**src/rtl/lfsr_run_ctrl_pkg.sv**
```systemverilog
`default_nettype none
// ============================================================================
//  Module      : lfsr_run_ctrl_pkg
//  Description : Shared types and helpers for the LFSR run controller.
//                - ctrl_state_t : controller state encoding (3 bits)
//                - c_LFSR_LEN_DEFAULT : default LFSR length
//                - sym_cnt_width() : width of the symbol counter
//  Revision    : 1.0  initial release
// ============================================================================
package lfsr_run_ctrl_pkg;

  typedef enum logic [2:0] {
    CTRL_IDLE = 3'd0,
    CTRL_SEED = 3'd1,
    CTRL_RUN  = 3'd2,
    CTRL_DUMP = 3'd3,
    CTRL_DONE = 3'd4
  } ctrl_state_t;

  localparam int c_LFSR_LEN_DEFAULT = 22;

  // One extra bit above the full-run count so that PIPE_DLY added on top of
  // CYCLES*PERIOD can never wrap the counter.
  function automatic int sym_cnt_width(input int lfsr_len, input int cycles);
    return lfsr_len + $clog2(cycles) + 1;
  endfunction

endpackage
`default_nettype wire

```
**src/rtl/lfsr_run_ctrl_window.sv**
```systemverilog
`default_nettype none
// ============================================================================
//  Module      : sym_window_counter
//  Description : Counts symbol strobes across one run and tracks the expected
//                LFSR phase.
//                Ports: clk, reset (async, high), clear (restart count),
//                strobe (count one symbol), phase (expected LFSR counter
//                value for the current strobe), last_strobe (current strobe
//                is the final one of the run), in_window (current strobe lies
//                inside the accumulate window).
//  Revision    : 1.0  initial release
// ============================================================================
module sym_window_counter
  import lfsr_run_ctrl_pkg::*;
#(
  parameter int LFSR_LEN = c_LFSR_LEN_DEFAULT,
  parameter int CYCLES   = 4,
  parameter int PIPE_DLY = 6
) (
  input  logic                clk,
  input  logic                reset,
  input  logic                clear,
  input  logic                strobe,
  output logic [LFSR_LEN-1:0] phase,
  output logic                last_strobe,
  output logic                in_window
);

  localparam int CNT_W  = sym_cnt_width(LFSR_LEN, CYCLES);
  localparam int PERIOD = (1 << LFSR_LEN) - 1;

  localparam logic [CNT_W-1:0]    c_TOTAL_M1 = CNT_W'(CYCLES * PERIOD + PIPE_DLY - 1);
  localparam logic [CNT_W-1:0]    c_PIPE_DLY = CNT_W'(PIPE_DLY);
  localparam logic [LFSR_LEN-1:0] c_PERIOD   = LFSR_LEN'(PERIOD);
  localparam logic [LFSR_LEN-1:0] c_PHASE1   = LFSR_LEN'(1);

  logic [CNT_W-1:0]    r_sym_cnt;
  logic [LFSR_LEN-1:0] r_phase;

  always_ff @(posedge clk or posedge reset) begin
    if (reset) begin
      r_sym_cnt <= '0;
      r_phase   <= c_PHASE1;
    end else if (clear) begin
      r_sym_cnt <= '0;
      r_phase   <= c_PHASE1;
    end else if (strobe) begin
      r_sym_cnt <= r_sym_cnt + CNT_W'(1);
      // The LFSR counter never shows 0, so the phase wraps straight to 1.
      r_phase   <= (r_phase == c_PERIOD) ? c_PHASE1 : r_phase + LFSR_LEN'(1);
    end
  end

  assign phase       = r_phase;
  assign last_strobe = (r_sym_cnt == c_TOTAL_M1);
  assign in_window   = (r_sym_cnt >= c_PIPE_DLY);

endmodule
`default_nettype wire

```
**src/rtl/lfsr_run_ctrl.sv**
```systemverilog
`default_nettype none
// ============================================================================
//  Module      : lfsr_run_ctrl
//  Description : Run sequencer for the max-length LFSR symbol source and the
//                reference-level accumulators. Seeds the LFSR, runs it for
//                CYCLES full periods, opens the accumulate window PIPE_DLY
//                strobes late, dumps and reports done. Cross-checks the
//                generator's own cycle counter against the expected phase.
//                Ports: clk, reset (async, high), start, abort, sym_strobe,
//                lfsr_counter | lfsr_clk_en, lfsr_reset, acc_clear, acc_en,
//                acc_dump, busy, done, sync_err, aborted.
//  Revision    : 1.0  initial release
// ============================================================================
module lfsr_run_ctrl
  import lfsr_run_ctrl_pkg::*;
#(
  parameter int LFSR_LEN = c_LFSR_LEN_DEFAULT,
  parameter int CYCLES   = 4,
  parameter int PIPE_DLY = 6
) (
  input  logic                clk,
  input  logic                reset,
  input  logic                start,
  input  logic                abort,
  input  logic                sym_strobe,
  input  logic [LFSR_LEN-1:0] lfsr_counter,
  output logic                lfsr_clk_en,
  output logic                lfsr_reset,
  output logic                acc_clear,
  output logic                acc_en,
  output logic                acc_dump,
  output logic                busy,
  output logic                done,
  output logic                sync_err,
  output logic                aborted
);

  ctrl_state_t         r_state;
  ctrl_state_t         w_state_nxt;
  logic                w_run_strobe;
  logic                w_abort_take;
  logic                w_last_strobe;
  logic                w_in_window;
  logic [LFSR_LEN-1:0] w_phase;

  logic r_lfsr_reset;
  logic r_acc_clear;
  logic r_acc_dump;
  logic r_busy;
  logic r_done;
  logic r_sync_err;
  logic r_aborted;

  assign w_run_strobe = (r_state == CTRL_RUN) && sym_strobe;
  assign w_abort_take = abort && ((r_state == CTRL_SEED) ||
                                  (r_state == CTRL_RUN)  ||
                                  (r_state == CTRL_DUMP));

  sym_window_counter #(
    .LFSR_LEN (LFSR_LEN),
    .CYCLES   (CYCLES),
    .PIPE_DLY (PIPE_DLY)
  ) u_window (
    .clk         (clk),
    .reset       (reset),
    .clear       (r_state == CTRL_SEED),
    .strobe      (w_run_strobe),
    .phase       (w_phase),
    .last_strobe (w_last_strobe),
    .in_window   (w_in_window)
  );

  always_ff @(posedge clk or posedge reset) begin
    if (reset) r_state <= CTRL_IDLE;
    else       r_state <= w_state_nxt;
  end

  always_comb begin
    w_state_nxt = r_state;
    unique case (r_state)
      CTRL_IDLE, CTRL_DONE: if (start && !abort) w_state_nxt = CTRL_SEED;
      CTRL_SEED:            w_state_nxt = CTRL_RUN;
      CTRL_RUN:             if (w_run_strobe && w_last_strobe) w_state_nxt = CTRL_DUMP;
      CTRL_DUMP:            w_state_nxt = CTRL_DONE;
      default:              w_state_nxt = CTRL_IDLE;
    endcase
    if (w_abort_take) w_state_nxt = CTRL_IDLE;
  end

  // Registered outputs are decoded from the next state so they line up with
  // the state they describe rather than trailing it by a clock.
  always_ff @(posedge clk or posedge reset) begin
    if (reset) begin
      r_lfsr_reset <= 1'b0;
      r_acc_clear  <= 1'b0;
      r_acc_dump   <= 1'b0;
      r_busy       <= 1'b0;
      r_done       <= 1'b0;
      r_sync_err   <= 1'b0;
      r_aborted    <= 1'b0;
    end else begin
      r_lfsr_reset <= (w_state_nxt == CTRL_SEED);
      r_acc_clear  <= (w_state_nxt == CTRL_SEED);
      r_acc_dump   <= (w_state_nxt == CTRL_DUMP);
      r_busy       <= (w_state_nxt == CTRL_SEED) || (w_state_nxt == CTRL_RUN) ||
                      (w_state_nxt == CTRL_DUMP);
      r_done       <= (w_state_nxt == CTRL_DONE);
      r_aborted    <= w_abort_take;
      if (w_state_nxt == CTRL_SEED)
        r_sync_err <= 1'b0;
      else if (w_run_strobe && (lfsr_counter != w_phase))
        r_sync_err <= 1'b1;
    end
  end

  assign lfsr_clk_en = w_run_strobe;
  assign acc_en      = w_run_strobe && w_in_window;
  assign lfsr_reset  = r_lfsr_reset;
  assign acc_clear   = r_acc_clear;
  assign acc_dump    = r_acc_dump;
  assign busy        = r_busy;
  assign done        = r_done;
  assign sync_err    = r_sync_err;
  assign aborted     = r_aborted;

endmodule
`default_nettype wire
```
**config.mk**
```make
export PLATFORM = sky130hd
export DESIGN_NAME = lfsr_run_ctrl
export DESIGN_NICKNAME = d
export VERILOG_FILES = /design/src/rtl/lfsr_run_ctrl_pkg.sv /design/src/rtl/lfsr_run_ctrl_window.sv /design/src/rtl/lfsr_run_ctrl.sv
export SDC_FILE = /design/constraint.sdc
export NUM_CORES = 1
export LEC_CHECK = 0
export ABC_CLOCK_PERIOD_IN_PS = 1990
export BUFFER_PORTS_ARGS = -buffer_cell sky130_fd_sc_hd__buf_2
export CORE_ASPECT_RATIO = 0.7
export CORE_MARGIN = 4
export CORE_UTILIZATION = 35
export CTS_BUF_LIST = sky130_fd_sc_hd__clkbuf_8
export DETAILED_ROUTE_END_ITERATION = 7
export GPL_ROUTABILITY_DRIVEN = 0
export PLACE_DENSITY_LB_ADDON = 0.1
export SLEW_MARGIN = 40
export SYNTH_ARGS = -nofsm -noshare
export SYNTH_HDL_FRONTEND = slang
export SYNTH_SLANG_ARGS = --single-unit
```
**constraint.sdc**
```tcl
create_clock -name clk -period 1.99 [get_ports clk]
set_input_delay 0.2985 -clock clk [delete_from_list [all_inputs] [get_ports clk]]
set_output_delay 0.2985 -clock clk [all_outputs]
set_load 0.05 [all_outputs]
```
# Yosys cells after proc, flatten, opt, wreduce, memory -nomap -nowiden
# Index checks and enable logic that the tools add are counted.
[op_classes] magnitude_cmp=1 addsub=2 n_reduce_logical=15 eq_ne=11 muxes=11
[op_table] operator="$mux W22" count=3
[op_table] operator="$mux W25" count=2
[op_table] operator="$add A25 B1 Y25 const B" count=1
[op_table] operator="$eq A25 B25 Y1 const B" count=1
[op_table] operator="$ge A25 B3 Y1 const B" count=1
[op_table] operator="$add A22 B1 Y22 const B" count=1
[op_table] operator="$eq A22 B22 Y1 const B" count=1
[op_table] operator="$ne A22 B22 Y1" count=1
[op_table] operator="$eq A3 B2 Y1 const B" count=4
[op_table] operator="$pmux W3 S4" count=1
[op_table] operator="$mux W3" count=3
[op_table] operator="$eq A3 B1 Y1 const B" count=2
[op_table] operator="$eq A3 B3 Y1 const B" count=2
[op_table] operator="$logic_and A1 B1 Y1" count=6
[op_table] operator="$logic_or A1 B1 Y1" count=4
[op_table] operator="$reduce_bool A2 Y1" count=2
[op_table] operator="$logic_not A3 Y1" count=1
[op_table] operator="$mux W1" count=2
[op_table] operator="$reduce_or A2 Y1" count=1
[op_table] operator="$logic_not A1 Y1" count=1
[word_totals] out_inout_bits=9 regBits=56 wordCells=49 in_bits=27

# Logic depth before layout (Yosys ltp)
# Gate-level depths: netlist of run 1.
[depth] depth_word=9 depth_mapped=7

# Hierarchy
# Synthesis of run 1 repeated with hierarchy kept, for this count alone.
[hier_totals] cells_unflattened=341 hier_area_um2=3213.1
[by_module_without_submodules] module="sym_window_counter" cells_each=283 area_per_inst_um2=2601.2 instances=1
[by_module_without_submodules] module="lfsr_run_ctrl" cells_each=58 area_per_inst_um2=611.8 instances=1

# Worst setup path after synthesis of run 1
# Ideal clock, no wire load.
[synth_timing] path_type="flip-flop to flip-flop" from="register r_state[2]" to="register u_window.r_phase[1] (netlist: u_window.phase[1])" n_path_buf=2 setup_time_ns=0.122 setup_slack_ns=0.050 stages_incl_launch_ff=7 t_arrival_ns=1.818 cell_sequence="dfrtp_1 nand4bb_1 buf_2 clkinv_2 clkbuf_1 nor2_1 a32o_1"
[synth_via] elab_chain_cells=3 elab_cells_between_ends=5
[synth_rtl] element="from (decl)" line_no="lfsr_run_ctrl.sv:38" text="ctrl_state_t r_state;"
[synth_rtl] element="from (signal assigned)" line_no="lfsr_run_ctrl.sv:75" text="else r_state <= w_state_nxt;"
[synth_rtl] element="$eq A3 B2 Y1" line_no="lfsr_run_ctrl.sv:54" text="assign w_run_strobe = (r_state == CTRL_RUN) && sym_strobe;"
[synth_rtl] element="$logic_and A1 B1 Y1" line_no="lfsr_run_ctrl.sv:54"
[synth_rtl] element="via lfsr_clk_en" line_no="lfsr_run_ctrl.sv:27" text="output logic lfsr_clk_en,"
[synth_rtl] element="$reduce_bool A2 Y1 (no line)"
[synth_rtl] element="to (signal assigned)" line_no="lfsr_run_ctrl_window.sv:43" text="r_phase <= c_PHASE1;"
[synth_rtl] element="to (signal assigned)" line_no="lfsr_run_ctrl_window.sv:46" text="r_phase <= c_PHASE1;"
[synth_rtl] element="to (signal assigned)" line_no="lfsr_run_ctrl_window.sv:50" text="r_phase <= (r_phase == c_PERIOD) ? c_PHASE1 : r_phase + LFSR_LEN'(1);"
[synth_rtl] element="to (decl)" line_no="lfsr_run_ctrl_window.sv:38" text="logic [LFSR_LEN-1:0] r_phase;"
# The timed path passes the listed nets, and every way through them passes these cells.
# A chain may end at the register's enable or synchronous reset.

# Final worst setup path of run 1
[layout_timing] from="register u_window.r_sym_cnt[18]" to="output acc_en"
[layout_via] elab_chain_cells=2
[layout_rtl] element="from (decl)" line_no="lfsr_run_ctrl_window.sv:37" text="logic [CNT_W-1:0] r_sym_cnt;"
[layout_rtl] element="from (signal assigned)" line_no="lfsr_run_ctrl_window.sv:48" text="r_sym_cnt <= r_sym_cnt + CNT_W'(1);"
[layout_rtl] element="$ge A25 B3 Y1" line_no="lfsr_run_ctrl_window.sv:56" text="assign in_window = (r_sym_cnt >= c_PIPE_DLY);"
[layout_rtl] element="$logic_and A1 B1 Y1" line_no="lfsr_run_ctrl.sv:117" text="assign acc_en = w_run_strobe && w_in_window;"
[layout_rtl] element="to (decl)" line_no="lfsr_run_ctrl.sv:30" text="output logic acc_en,"
# Every way passes these cells.

==> flow_summary.ini, run 1 <==
[status]
status = finished with violations
violations = negative setup slack

[timing]
fmaxAchievable_mhz = 489
relSlewSlack_pct = 71.9
max_slew.worst_pin.slew_ps = 418
period_needed_ps = 2050
tns_ps = -56.0
setup_violations = 1
drv_slew = 0
rsz0062_at_grt = true
setup_slack_ps = -56.0
fin_skew_ps = 8.89
fin_hold_ws_ps = 16.4
final.period_utilization_pct = 103
hold_viol_final = 0

[cts]
htreeDepth = 2
holdBufCountCts = 0
cts_made_buffers = 5
clockBufferDepth = 2
cts_tree = yes
cts.sinks = 56
root_buffer = clkbuf_8
clk_pin_slew_ps = 110
clk_latency_ps = 320

[worst_setup_path]
worst_path_max_delay_cell = dfrtp_1
endpoint_kind = primary output
crit_path_start_kind = register
worstPathMaxFanout = 2
crit_family = simple AND/OR/NAND/NOR gates
worstPathArrival_ps = 1750
worstPathRequired_ps = 1690
critical_path_class = register to primary output
max_stage_delay_ps = 410
crit_path_cell_trace = nor4_2, nand4_1, nor4b_2, nor2_1, buf_6
cp.buffers_inverters = 1

[yosys]
synth-edff-count = 0
synthesis.nets = 361
async_reset_ff_share_pct = 100
synth_top_area_share_pct = 43.8
synth.most_common_cell = dfrtp_1
syn_area_per_cell_um2 = 9.53
synthCells = 330
ys.flop_type = dfrtp_1
syn-cell-area_mm2 = 0.00315
yosysSeqAreaShare_pct = 44.6
yosysWarnings = 0
synth.area.top_cells = dfrtp_1 44%, xor2_1 9.2%, xnor2_1 6.7%
synth_commonest_cells = 55 x dfrtp_1, 52 x nor2_1, 33 x xor2_1
yosys.area.top_type = dfrtp_1
ys_types = 45
yosys_register_bits = 56

[cells_and_area]
nets = 418
final_cells = 508
drive_gt1_share_pct = 24.7
syn_to_final_growth_pct = 21.4
finalInstanceArea_mm2 = 0.00382
antenna-diode-count = 0

[floorplan]
die_y_um = 87.3
io_pins = 36
die_w_um = 121
start_util_pct = 36.5
dieArea_mm2 = 0.0106
num_rows = 28
core_area_mm2 = 0.00862

[global_route]
overflow = 0
grt_util_all_layers_pct = 15.2
grt_max_degree = 57
grt_pass1_wl_um = 12700
antenna_found_initial = 0
grt_pass1_vias = 2407

[routing]
drt_iter0_markers = 146
wirelength_um = 7630
vias_per_cell = 4.97
drc = 0
ant_nets = 0
vias = 2527
first_pass_iters = 5
wl_per_cell_um = 15.0

[power_and_ir_drop]
powerDensity_mw_per_mm2 = 608
p_leak_nw = 1.72
peakVddDrop_uv = 213

[placement]
dp_hpwl_um = 5450
dp.cells = 495
port-buffer-count = 35
post-place-ws_ps = 84.3
place_area_mm2 = 0.00361

[min_path]
hold_path.class = input pin to async pin

[run]
maxCapViolCount = 0
-- final cells by class --
| type | instances | area [um^2] |
|---|---|---|
| Clock inverter | 2 | 15.0 |
| Inverter | 12 | 47.5 |
| Tap cell | 120 | 150 |
| Sequential cell | 56 | 1410 |
| Timing Repair Buffer | 62 | 415 |
| Multi-Input combinational cell | 250 | 1700 |
| Fill cell | 883 | 4800 |
| Clock buffer | 6 | 82.6 |
-- layout by cell type (no fill, tap or decap), types with 4 or more instances in the layout --
| master | netlist | final |
|---|---|---|
| xnor2_1 | 24 | 24 |
| nor4_2 | 3 | 6 |
| nor4_1 | 10 | 7 |
| dfrtp_1 | 55 | 53 |
| inv_1 | 11 | 10 |
| buf_2 | 4 | 33 |
| nand3_1 | 18 | 18 |
| nor3_1 | 12 | 10 |
| buf_4 | 1 | 25 |
| nor2_1 | 52 | 52 |
| xor2_1 | 33 | 33 |
| and4_1 | 5 | 5 |
| a21oi_1 | 7 | 7 |
| nand4_1 | 19 | 19 |
| clkbuf_8 | 0 | 6 |
| o21ai_0 | 4 | 4 |
| nand2_1 | 21 | 21 |
| ha_1 | 4 | 4 |
-- metrics by stage --
| step | util [%] | total power [W] |
|---|---|---|
| finish | 44.3 | 0.00232 |
| global route | 44.3 | 0.00244 |
| CTS | 43.9 | 0.00235 |
| detailed placement | 41.8 | 0.00165 |
| global placement | 41.8 | 0.00165 |
| floorplan | - | 0.00149 |
-- flip-flops by register name (all words and copies together) (netlist names) --
register,count
u_window.r_sym_cnt,25
u_window.phase,22
r_state,3
aborted,1
acc_clear,1
acc_dump,1
busy,1
done,1
sync_err,1
-- per-layer routing --
metal	track usage, %	vias up	share of wire (%)
met5	0	-	0
met4	3.36	0	0.85
met3	2.86	8	5.4
met2	20.1	58	39
met1	25.0	1200	55
li1	-	1261	-
-- report_power, final --
part	switching [W]	leakage, nW	internal (W)
combinational	0.000235	0.907	0.000151
sequential	0.0000563	0.769	0.00119
clock	0.000409	0.0434	0.000283
-- path summary, 6_finish.rpt --
check                                             from                      to  slack [ps]  cells past startpoint
worst max-delay path            u_window.r_sym_cnt[18]                  acc_en         -60                      5
worst min-delay path                             reset                    busy          20                      3
worst max register to register       u_window.phase[0]      u_window.phase[12]         120                      6
worst min register to register  u_window.r_sym_cnt[21]  u_window.r_sym_cnt[21]         570                      1
max in group asynchronous                        reset       u_window.phase[0]        1670                      3
min in group clk                                 abort              r_state[1]         180                      2
-- kinds of logic (layout without fill, tap and decap cells) --
logic type	count (synthesis)	count (layout)	synth area share (%)
multiplexers	1	1	0.318
adder cells (fa/ha/maj)	4	4	1.59
XOR/XNOR	57	57	15.9
buffers and inverters	24	82	3.42
AO/OA/AOI/OAI	27	27	6.21
flip-flops	56	56	44.6
AND/OR/NAND/NOR	161	161	28.0
-- worst register-to-register path: cells and delay by family, from the launching register on --
kind                       cells  cell delay (ps)
and+or+nand+nor                3              660
AOI/OAI and AO/OA              1              250
adders and majority gates      1              170
buffers and inverters          1              150
DFF                            1              540
-- repair_timing --
action                                  in CTS  in global routing
resized for setup                            7                  8
pin swaps                                    3                  2
endpoints found under the setup margin       2                  4
hold endpoints to repair                     0                  0
buffers inserted                             5                  0
(Power assumes the default switching activity.)
==> inputs of run 2 (changes only) <==
--- a/config.mk
+++ b/config.mk
@@ -14,6 +14,8 @@
 export DETAILED_ROUTE_END_ITERATION = 7
 export GPL_ROUTABILITY_DRIVEN = 0
 export PLACE_DENSITY_LB_ADDON = 0.1
+export RECOVER_POWER = 25
+export REMOVE_ABC_BUFFERS = 1
 export SLEW_MARGIN = 40
 export SYNTH_ARGS = -nofsm -noshare
 export SYNTH_HDL_FRONTEND = slang
==> flow_summary.ini, run 2 (synthesized netlist as in run 1, its figures left out) <==
[worst_setup_path]
worstPathMaxFanout = 3
rr_worst_depth = 6
worstPathRequired_ps = 1690
crit_path_start_kind = register
worstPathArrival_ps = 1740
critical_path_class = register to primary output
endpoint_kind = primary output

[cells_and_area]
largest_reg_flops = 25
final_common_cell = nor2_1
largest_register = u_window.r_sym_cnt
layout_common_cells = 52 x nor2_1, 51 x dfrtp_1, 33 x xor2_1, 33 x buf_2, 24 x xnor2_1
drive_gt1_share_pct = 23.8
syn_to_final_growth_pct = 19.9
antenna-diode-count = 0
nets = 416
post-route-util_pct = 43.8
final_cells = 506

[placement]
port-buffer-count = 35
dp_hpwl_um = 5430
dp.cells = 492

[cts]
root_buffer = clkbuf_8
cts_tree = yes
cts_made_buffers = 5
clk_latency_ps = 320
cts.sinks = 56
htreeDepth = 2
clockBufferDepth = 2
clk_pin_slew_ps = 110

[power_and_ir_drop]
finalPower_w = 0.00230
swShare_pct = 30.0
seq_power_share_pct = 53.9
powerDensity_mw_per_mm2 = 611
peakVddDrop_uv = 269
p_int_w = 0.00161
pwr-share-comb_pct = 16.3
p_leak_nw = 1.70
power.switching_w = 0.000692
clockPowerShare_pct = 29.8

[routing]
vias_per_cell = 4.96
first_pass_iters = 4
ant_nets = 0
drt_iter0_markers = 67
wl_per_cell_um = 14.9
drc = 0
vias = 2509
wirelength_um = 7520

[status]
violations = negative setup slack
status = finished with violations

[timing]
final.period_utilization_pct = 103
hold_viol_final = 0
setup_slack_ps = -52.7
period_needed_ps = 2040
relSlewSlack_pct = 57.0
fmaxAchievable_mhz = 490
rsz0062_at_grt = true
setup_violations = 1
drv_slew = 0
fin_skew_ps = 14.2
max_slew.worst_pin.slew_ps = 645
fin_hold_ws_ps = 162

[global_route]
grt_util_all_layers_pct = 14.7
grt_max_degree = 42
overflow = 0
antenna_found_initial = 0
grt_pass1_wl_um = 12200
grt_pass1_vias = 2321

[floorplan]
core_area_mm2 = 0.00862
die_y_um = 87.3
io_pins = 36
start_util_pct = 36.5
die_w_um = 121
num_rows = 28
dieArea_mm2 = 0.0106

[run]
maxCapViolCount = 0

[min_path]
holdPathStages = 2
hold_path.class = input pin to register
-- run 2: changes by cell type in the layout (fill, tap and decap cells not counted), sizes merged --
cell	delta
inv	-1
clkinv	+1
buf	-5
clkbuf	+2
dlygate4sd3	+1
-- run 2: layer usage --
layer | vias to the layer above | track usage [%] | routed length, um
met2 | 37 | 20.5 | 3010
met3 | 4 | 2.99 | 251
met1 | 1203 | 23.2 | 4200
met5 | - | 0 | 0
met4 | 0 | 3.05 | 51
li1 | 1265 | - | -
-- run 2: area by class of cell --
type,count,area (um^2)
Timing Repair Buffer,60,370
Fill cell,874,4850
Clock inverter,2,15.0
Multi-Input combinational cell,250,1700
Tap cell,120,150
Inverter,12,50.0
Clock buffer,6,82.6
Sequential cell,56,1410
-- run 2: path summary, 6_finish.rpt --
kind,start,endpoint,slack [ps]
max,u_window.r_sym_cnt[20],acc_en,-50
min,abort,r_state[1],160
max reg2reg,u_window.phase[0],u_window.phase[20],120
min reg2reg,u_window.r_sym_cnt[21],u_window.r_sym_cnt[21],580
max in group asynchronous,reset,r_state[2],270
min in group asynchronous,reset,u_window.phase[12],610
-- run 2: timing repair --
action,in CTS,in global routing
endpoints found under the setup margin,2,13
endpoints found under the hold margin,15,0
buffers inserted,5,0
pin swaps,2,1
resized for setup,9,7
hold buffers,1,0
-- run 2: power by group through the flow --
| stage | combinational, W | sequential [W] | clock [W] |
|---|---|---|---|
| after floorplan | 0.000178 | 0.00130 | 0 |
| after global placement | 0.000380 | 0.00126 | 0 |
| after detailed placement | 0.000378 | 0.00126 | 0 |
| after CTS | 0.000384 | 0.00124 | 0.000718 |
| after global routing | 0.000425 | 0.00125 | 0.000759 |
| final | 0.000376 | 0.00124 | 0.000687 |
-- run 2: per-stage QoR --
| stage | TNS [ps] | setup WS, ps | instance area, um^2 |
|---|---|---|---|
| final | -52.7 | -52.7 | 3770 |
| after global routing | -184 | -183 | 3770 |
| after CTS | -77.9 | -77.9 | 3760 |
| after detailed placement | 0 | 96.4 | 3570 |
| after global placement | 0 | 131 | 3570 |
| after floorplan | -3840 | -371 | 3080 |
-- run 2: worst max-delay path: stages, from the launching register on --
cell and delay [ps]:
dfrtp_1 440, nor4_2 270, nand4_1 210, nor4b_2 270, nor2_1 80, buf_6 160
